===== src/rtl/wb_load_unit_if.sv =====
// Bus bundle for wb_load_unit: MEM-stage retire inputs, memory read response,
// and register-file write port / stall outputs. Also holds the shared opcode macros.
`ifndef WB_LOAD_UNIT_DEFS
`define WB_LOAD_UNIT_DEFS
`define ALUOp    7:0
`define DataBus  31:0
`define AddrBus  31:0
`define ALU_ADDU 8'b00100001
`define ALU_LB   8'b11100000
`define ALU_LBU  8'b11100100
`define ALU_LH   8'b11100001
`define ALU_LHU  8'b11100101
`define ALU_LW   8'b11100011
`define ALU_LWL  8'b11100010
`define ALU_LWR  8'b11100110
`define ALU_LL   8'b11110000
`endif

interface wb_load_unit_if #(
  parameter int unsigned DATA_W = 32
);
  logic              in_valid;
  logic [`ALUOp]     in_aluop;
  logic [`DataBus]   in_alures;
  logic [`AddrBus]   in_vaddr;
  logic [`DataBus]   in_rtold;
  logic              in_wreg;
  logic [4:0]        in_wraddr;
  logic              m_rvalid;
  logic [DATA_W-1:0] m_rdata;
  logic              wb_we;
  logic [4:0]        wb_waddr;
  logic [`DataBus]   wb_wdata;
  logic              stallreq;
  logic              bus_err;

  modport master (
    output in_valid, in_aluop, in_alures, in_vaddr, in_rtold, in_wreg, in_wraddr,
    output m_rvalid, m_rdata,
    input  wb_we, wb_waddr, wb_wdata, stallreq, bus_err
  );

  modport slave (
    input  in_valid, in_aluop, in_alures, in_vaddr, in_rtold, in_wreg, in_wraddr,
    input  m_rvalid, m_rdata,
    output wb_we, wb_waddr, wb_wdata, stallreq, bus_err
  );
endinterface


===== src/rtl/wb_load_unit.sv =====
// Registered write-back stage with load-response wait, lane extraction and LWL/LWR merge.
// Optional WB_TIMEOUT_EN adds a WAIT watchdog that aborts the load and pulses bus_err.
module wb_load_unit #(
  parameter int unsigned DATA_W  = 32,
  parameter int unsigned LANE_W  = $clog2(DATA_W/8),
  parameter int unsigned TIMEOUT = 255
) (
  input  logic          clk,
  input  logic          rst,
  wb_load_unit_if.slave bus
);

  typedef enum logic [0:0] {IDLE, WAIT} state_t;

  state_t state, state_nx;

  logic [`ALUOp]     p_aluop;
  logic [LANE_W-1:0] p_lane;
  logic [`DataBus]   p_rtold;
  logic              p_wreg;
  logic [4:0]        p_wraddr;

  logic [`ALUOp]     cur_op;
  logic [LANE_W-1:0] cur_lane;
  logic [`DataBus]   cur_rtold;
  logic              cur_wreg;
  logic [4:0]        cur_wraddr;

  logic              accept_load, done, stall, timeout, tmo_hit;
  logic [DATA_W-1:0] rd_shift;
  logic [31:0]       word;
  logic              unused_vaddr;

  assign unused_vaddr = ^bus.in_vaddr[31:LANE_W];

  function automatic logic is_load(input logic [`ALUOp] op);
    case (op)
      `ALU_LB, `ALU_LBU, `ALU_LH, `ALU_LHU,
      `ALU_LW, `ALU_LL, `ALU_LWL, `ALU_LWR: is_load = 1'b1;
      default:                             is_load = 1'b0;
    endcase
  endfunction

  function automatic logic [31:0] extract(input logic [`ALUOp] op, input logic [1:0] b,
                                          input logic [31:0] w, input logic [31:0] r);
    logic [7:0]  byt;
    logic [15:0] half;
    byt  = w[{b, 3'b000} +: 8];
    half = b[1] ? w[31:16] : w[15:0];
    case (op)
      `ALU_LB:  extract = {{24{byt[7]}}, byt};
      `ALU_LBU: extract = {24'h0, byt};
      `ALU_LH:  extract = b[0] ? '0 : {{16{half[15]}}, half};
      `ALU_LHU: extract = b[0] ? '0 : {16'h0, half};
      `ALU_LWL:
        case (b)
          2'd0:    extract = {w[7:0],  r[23:0]};
          2'd1:    extract = {w[15:0], r[15:0]};
          2'd2:    extract = {w[23:0], r[7:0]};
          default: extract = w;
        endcase
      `ALU_LWR:
        case (b)
          2'd0:    extract = w;
          2'd1:    extract = {r[31:24], w[31:8]};
          2'd2:    extract = {r[31:16], w[31:16]};
          default: extract = {r[31:8],  w[31:24]};
        endcase
      default:  extract = w;
    endcase
  endfunction

  // In WAIT the captured fields drive extraction; upstream inputs are ignored.
  always_comb begin
    if (state == WAIT) begin
      cur_op     = p_aluop;
      cur_lane   = p_lane;
      cur_rtold  = p_rtold;
      cur_wreg   = p_wreg;
      cur_wraddr = p_wraddr;
    end else begin
      cur_op     = bus.in_aluop;
      cur_lane   = bus.in_vaddr[LANE_W-1:0];
      cur_rtold  = bus.in_rtold;
      cur_wreg   = bus.in_wreg;
      cur_wraddr = bus.in_wraddr;
    end
  end

  assign rd_shift = bus.m_rdata >> {cur_lane >> 2, 5'b00000};
  assign word     = rd_shift[31:0];

  always_ff @(posedge clk or posedge rst) begin
    if (rst) state <= IDLE;
    else     state <= state_nx;
  end

  always_comb begin
    state_nx = state;
    unique case (state)
      IDLE: if (accept_load)      state_nx = WAIT;
      WAIT: if (done || timeout)  state_nx = IDLE;
    endcase
  end

  // A watchdog expiry drops stall in the same cycle so upstream retires the failed load.
  always_comb begin
    accept_load = 1'b0;
    done        = 1'b0;
    stall       = 1'b0;
    timeout     = 1'b0;
    unique case (state)
      IDLE:
        if (bus.in_valid) begin
          if (!is_load(bus.in_aluop) || bus.m_rvalid) done = 1'b1;
          else begin
            accept_load = 1'b1;
            stall       = 1'b1;
          end
        end
      WAIT:
        if (bus.m_rvalid) done    = 1'b1;
        else if (tmo_hit) timeout = 1'b1;
        else              stall   = 1'b1;
    endcase
  end

  assign bus.stallreq = stall & ~rst;

  always_ff @(posedge clk or posedge rst) begin
    if (rst) begin
      bus.wb_we    <= 1'b0;
      bus.wb_waddr <= '0;
      bus.wb_wdata <= '0;
      p_aluop      <= '0;
      p_lane       <= '0;
      p_rtold      <= '0;
      p_wreg       <= 1'b0;
      p_wraddr     <= '0;
    end else begin
      bus.wb_we <= done & cur_wreg;
      if (done) begin
        bus.wb_waddr <= cur_wraddr;
        bus.wb_wdata <= is_load(cur_op) ? extract(cur_op, cur_lane[1:0], word, cur_rtold)
                                        : bus.in_alures;
      end
      if (accept_load) begin
        p_aluop  <= bus.in_aluop;
        p_lane   <= bus.in_vaddr[LANE_W-1:0];
        p_rtold  <= bus.in_rtold;
        p_wreg   <= bus.in_wreg;
        p_wraddr <= bus.in_wraddr;
      end
    end
  end

`ifdef WB_TIMEOUT_EN
  localparam int unsigned CNT_W = ($clog2(TIMEOUT + 1) > 8) ? $clog2(TIMEOUT + 1) : 8;

  logic [CNT_W-1:0] tmo_cnt;
  logic             err_q;

  // Count reaches TIMEOUT on the TIMEOUT-th WAIT cycle.
  assign tmo_hit     = (tmo_cnt == CNT_W'(TIMEOUT - 1));
  assign bus.bus_err = err_q;

  always_ff @(posedge clk or posedge rst) begin
    if (rst) begin
      tmo_cnt <= '0;
      err_q   <= 1'b0;
    end else begin
      err_q <= timeout;
      if (accept_load)        tmo_cnt <= '0;
      else if (state == WAIT) tmo_cnt <= tmo_cnt + CNT_W'(1);
    end
  end
`else
  logic [31:0] unused_timeout;
  assign unused_timeout = 32'(TIMEOUT);
  assign tmo_hit        = 1'b0;
  assign bus.bus_err    = 1'b0;
`endif

endmodule


===== src/flat_wrapper.sv =====
// flat-port wrapper written by rule: the top's interface ports become plain ports
module wb_load_unit_flat 
#(
  parameter int unsigned DATA_W  = 32,
  parameter int unsigned LANE_W  = $clog2(DATA_W/8),
  parameter int unsigned TIMEOUT = 255
)
  (clk, rst, bus_in_valid, bus_in_aluop, bus_in_alures, bus_in_vaddr, bus_in_rtold, bus_in_wreg, bus_in_wraddr, bus_m_rvalid, bus_m_rdata, bus_wb_we, bus_wb_waddr, bus_wb_wdata, bus_stallreq, bus_bus_err);
  wb_load_unit_if #(.DATA_W(DATA_W)) bus_i ();
  input  logic clk;
  input  logic rst;
  input wire logic [$bits(bus_i.in_valid)-1:0] bus_in_valid;
  input wire logic [$bits(bus_i.in_aluop)-1:0] bus_in_aluop;
  input wire logic [$bits(bus_i.in_alures)-1:0] bus_in_alures;
  input wire logic [$bits(bus_i.in_vaddr)-1:0] bus_in_vaddr;
  input wire logic [$bits(bus_i.in_rtold)-1:0] bus_in_rtold;
  input wire logic [$bits(bus_i.in_wreg)-1:0] bus_in_wreg;
  input wire logic [$bits(bus_i.in_wraddr)-1:0] bus_in_wraddr;
  input wire logic [$bits(bus_i.m_rvalid)-1:0] bus_m_rvalid;
  input wire logic [$bits(bus_i.m_rdata)-1:0] bus_m_rdata;
  output wire logic [$bits(bus_i.wb_we)-1:0] bus_wb_we;
  output wire logic [$bits(bus_i.wb_waddr)-1:0] bus_wb_waddr;
  output wire logic [$bits(bus_i.wb_wdata)-1:0] bus_wb_wdata;
  output wire logic [$bits(bus_i.stallreq)-1:0] bus_stallreq;
  output wire logic [$bits(bus_i.bus_err)-1:0] bus_bus_err;
  assign bus_i.in_valid = bus_in_valid;
  assign bus_i.in_aluop = bus_in_aluop;
  assign bus_i.in_alures = bus_in_alures;
  assign bus_i.in_vaddr = bus_in_vaddr;
  assign bus_i.in_rtold = bus_in_rtold;
  assign bus_i.in_wreg = bus_in_wreg;
  assign bus_i.in_wraddr = bus_in_wraddr;
  assign bus_i.m_rvalid = bus_m_rvalid;
  assign bus_i.m_rdata = bus_m_rdata;
  assign bus_wb_we = bus_i.wb_we;
  assign bus_wb_waddr = bus_i.wb_waddr;
  assign bus_wb_wdata = bus_i.wb_wdata;
  assign bus_stallreq = bus_i.stallreq;
  assign bus_bus_err = bus_i.bus_err;
  wb_load_unit #(.DATA_W(DATA_W), .LANE_W(LANE_W), .TIMEOUT(TIMEOUT)) u_core (.clk(clk), .rst(rst), .bus(bus_i));
endmodule

===== config.mk =====
export PLATFORM = sky130hd
export DESIGN_NAME = wb_load_unit_flat
export DESIGN_NICKNAME = d
export VERILOG_FILES = /design/src/rtl/wb_load_unit_if.sv /design/src/rtl/wb_load_unit.sv /design/src/flat_wrapper.sv
export SDC_FILE = /design/constraint.sdc
export NUM_CORES = 1
export LEC_CHECK = 0
export CORE_MARGIN = 4
export CORE_UTILIZATION = 40
export CTS_BUF_LIST = sky130_fd_sc_hd__clkbuf_16
export CTS_CLUSTER_SIZE = 10
export DETAILED_ROUTE_END_ITERATION = 7
export GPL_TIMING_DRIVEN = 1
export PLACE_DENSITY_LB_ADDON = 0.1
export SETUP_SLACK_MARGIN = 0.15
export SYNTH_ARGS = -nofsm -noshare
export SYNTH_HDL_FRONTEND = slang
export SYNTH_SLANG_ARGS = --single-unit

===== constraint.sdc =====
create_clock -name clk -period 7.2 [get_ports clk]
set_clock_uncertainty 0.1 [all_clocks]
set_input_delay 0.72 -clock clk [delete_from_list [all_inputs] [get_ports clk]]
set_output_delay 0.72 -clock clk [all_outputs]
set_load 0.02 [all_outputs]

==> results_dict.tcl <==
set metrics [dict create \
    die_w_um 132 \
    netSwitchingPower_mw 0.445 \
    ioPinCount 186 \
    syn_area_mm2 0.00618 \
    rows 45 \
    cpMostUsedCell "nand3_1" \
    yosysTopAreaCellShare 0.352 \
    slowest_delay_ps 1090 \
    start_kind "flop" \
    dpl-instance-area_mm2 0.00781 \
    synth_mux_area_frac 0.249 \
    period_share 0.632 \
    synth_flop_cell "dfrtp_1" \
    slew_headroom 0.217 \
    synth-xor-area-share 0 \
    die-area_mm2 0.0175 \
    grt.total_usage 0.243 \
    core_area_mm2 0.0152 \
    worst_path_max_delay_cell "o311ai_4" \
    hold_viol 0 \
    ctsResizeCount 0 \
    critPathBufInv 1 \
    cts_hold_buf 0 \
    synth-seq-area-share 0.352 \
    yosys.area.top_type "dfrtp_1" \
    vias 5722 \
    drv_cap 0 \
    wl_mm 21.5 \
    io_buffers 154 \
    status "finished clean" \
    worstPathArrival_ps 4720 \
    finalSetupViolCount 0 \
    drc 0 \
    overflow 0 \
    cts_tree "yes" \
    route.met2.wl_mm 8.95 \
    fin_nets 922 \
    critical_path_class "reg -> reg" \
    hold_class "reg -> reg" \
    final_common_cell "clkdlybuf4s50_1" \
    drv_slew 0 \
    fin_setup_tns_ps 0 \
    worst_pin_slew_ps 1170 \
    num_antenna_cells 0 \
    synth_compound_area_frac 0.212 \
    crit_fanout 47 \
    netlist_top_cells_area "dfrtp_1 35%, mux2i_1 12%, mux2_2 11%, nand2_1 4.1%, nor2_1 3.2%" \
    power.share.combinational 0.259 \
    viasPerCell 5.91 \
    drive_above_1_share 0.149 \
    cts_made_buffers 9 \
    cpLargestDelayFamily "compound AO/OA/AOI/OAI gates" \
    wire_per_inst_um 22.2 \
    h-tree-depth 3 \
    power_frac_seq 0.409 \
    top_layer "met4" \
    clock_latency_ps 350 \
    synthSimpleGateAreaFrac 0.140 \
    synth_edf_count 0 \
    syn_avg_cell_area_um2 9.50 \
    synthesis.instances 651 \
    drt.antenna.violating_nets 0 \
    cp.required_ps 7380 \
    max_freq_ghz 0.220 \
    path_clk_slew_ps 80 \
    dieHeight_um 132 \
    cts_sinks 87 \
    fin_crit_ps 4550 \
    drtPass1Iterations 7 \
    cts-root-buf "clkbuf_16" \
    clock_power_share 0.332 \
    setup.worst_path.end_class "flop" \
    ys_warn_count 0 \
    first_global_vias 5662 \
    switching_share 0.313 \
    synthArstFlopShare 1.00 \
    peakVddDrop_uv 177 \
    synth_nets 797 \
    power.leakage_nw 3.41 \
    gp_congestion 0.900 \
    antenna_found_initial 0 \
    drt_iter0_drc 440 \
    grt_start_max_net_pins 59 \
    final_cell_mix "154 x clkdlybuf4s50_1, 86 x dfrtp_1, 71 x mux2i_1" \
    synth_seq_cells 87 \
    final_area_mm2 0.00811 \
    cts_buffer_depth 2 \
    start_util 0.407 \
    post_cts_buffers 0 \
    wl_met1_mm 10.1 \
    power.internal_mw 0.977 \
    synth_cell_types 52 \
    yosys.area_share.adder 0 \
    dp_hpwl_mm 15.8 \
    grt_setup_unrepaired "false" \
    worstPathCellList "buf_4 -> nand3_1 -> a22oi_1 -> nand3_1 -> o311ai_4 -> a211oi_1 -> o22ai_1" \
    synthToLayoutAreaGrowth_pct 31.1 \
    synth_top_family_by_area "multiplexers" \
    grt_pass1_wl_mm 33.4 \
    power-per-cell-area_mw_per_mm2 175 \
    wl_met3_mm 1.97 \
]
## cell type report
class,instances,area [µm²]
Clock buffer,9,225
Tap cell,188,235
Fill cell,1438,7090
Inverter,5,20.0
Timing Repair Buffer,166,1630
Multi-Input combinational cell,507,3750
Clock inverter,7,72.6
Sequential cell,87,2180
## cells in the mapped netlist, drive strengths merged, types with 3 or more instances
library cell / number
a21boi: 4
mux4: 5
and3: 8
o22ai: 13
a22oi: 10
o211ai: 21
nand2: 69
dfrtp: 87
nand3: 22
nand3b: 5
buf: 31
a32o: 6
a2bb2oi: 4
a211oi: 28
a21o: 14
nand2b: 3
nor2: 52
and2: 7
mux2i: 73
a2111oi: 3
or3b: 3
nor4bb: 4
mux2: 61
o21a: 3
a31oi: 6
clkbuf: 21
o21ai: 27
a21oi: 29
nor3: 4
inv: 5
o31ai: 4
o2bb2ai: 6
## worst register-to-register path, stage by stage, from the launching register on
cell	delay, ps
dfrtp_2	560
buf_4	660
nand3_1	420
a22oi_1	460
nand3_1	700
o311ai_4	1100
a211oi_1	230
o22ai_1	240
## cells by family after synthesis
kind of cell    count (synthesis)
compound gates                182
flops                          87
simple gates                  185
mux                           139
other cells                     1
buf+inv                        57
## final timing paths
check / to / from / cells past startpoint / slack [ps]
setup reg to reg: u_core.bus.wb_wdata[29]$_DFFE_PP0P_ / u_core.state$_DFF_PP0_ / 7 / 2650
max in group asynchronous: u_core.p_rtold[22]$_DFFE_PP0P_ / rst / 3 / 5150
hold reg to reg: u_core.p_aluop[7]$_DFFE_PP0P_ / u_core.p_aluop[7]$_DFFE_PP0P_ / 1 / 370
setup / recovery: u_core.bus.wb_wdata[29]$_DFFE_PP0P_ / u_core.state$_DFF_PP0_ / 7 / 2650
min in group asynchronous: u_core.p_rtold[11]$_DFFE_PP0P_ / rst / 2 / 640
hold / removal: u_core.p_aluop[7]$_DFFE_PP0P_ / u_core.p_aluop[7]$_DFFE_PP0P_ / 1 / 370
## per-layer routing
| metal | up-vias | track usage |
|---|---|---|
| li1 | 2685 | - |
| met1 | 2780 | 0.357 |
| met2 | 230 | 0.346 |
| met3 | 27 | 0.0695 |
| met4 | 0 | 0.0751 |
| met5 | - | 0 |
## power by group through the flow
stage / combinational, mW / clock, mW / sequential [mW]
5_1_grt: 0.398 / 0.503 / 0.589
3_5_place_dp: 0.368 / 0 / 0.590
6_report: 0.369 / 0.472 / 0.581
4_1_cts: 0.370 / 0.484 / 0.581
3_3_place_gp: 0.364 / 0 / 0.587
2_1_floorplan: 0.163 / 0 / 0.613
## per-stage QoR
stage / setup slack [ps] / hold slack [ps] / utilization / std cells / power [mW]
after global routing: 2320 / 379 / 0.533 / 969 / 1.49
after detailed placement: 2670 / 355 / 0.514 / 953 / 0.958
after floorplan: 3420 / 334 / - / 651 / 0.776
final: 2650 / 369 / 0.533 / 969 / 1.42
after global placement: 2670 / 350 / 0.514 / 953 / 0.951
after CTS: 2670 / 372 / 0.533 / 969 / 1.43
## state kept, by name (all words and copies together), names as in the netlist
register / flops
u_core.p_aluop: 8
u_core.p_wreg: 1
u_core.p_rtold: 32
u_core.bus.wb_we: 1
u_core.bus.wb_waddr: 5
u_core.state: 1
u_core.p_wraddr: 5
u_core.bus.wb_wdata: 32
u_core.p_lane: 2
Note: power is estimated with default switching activity, not from simulation.
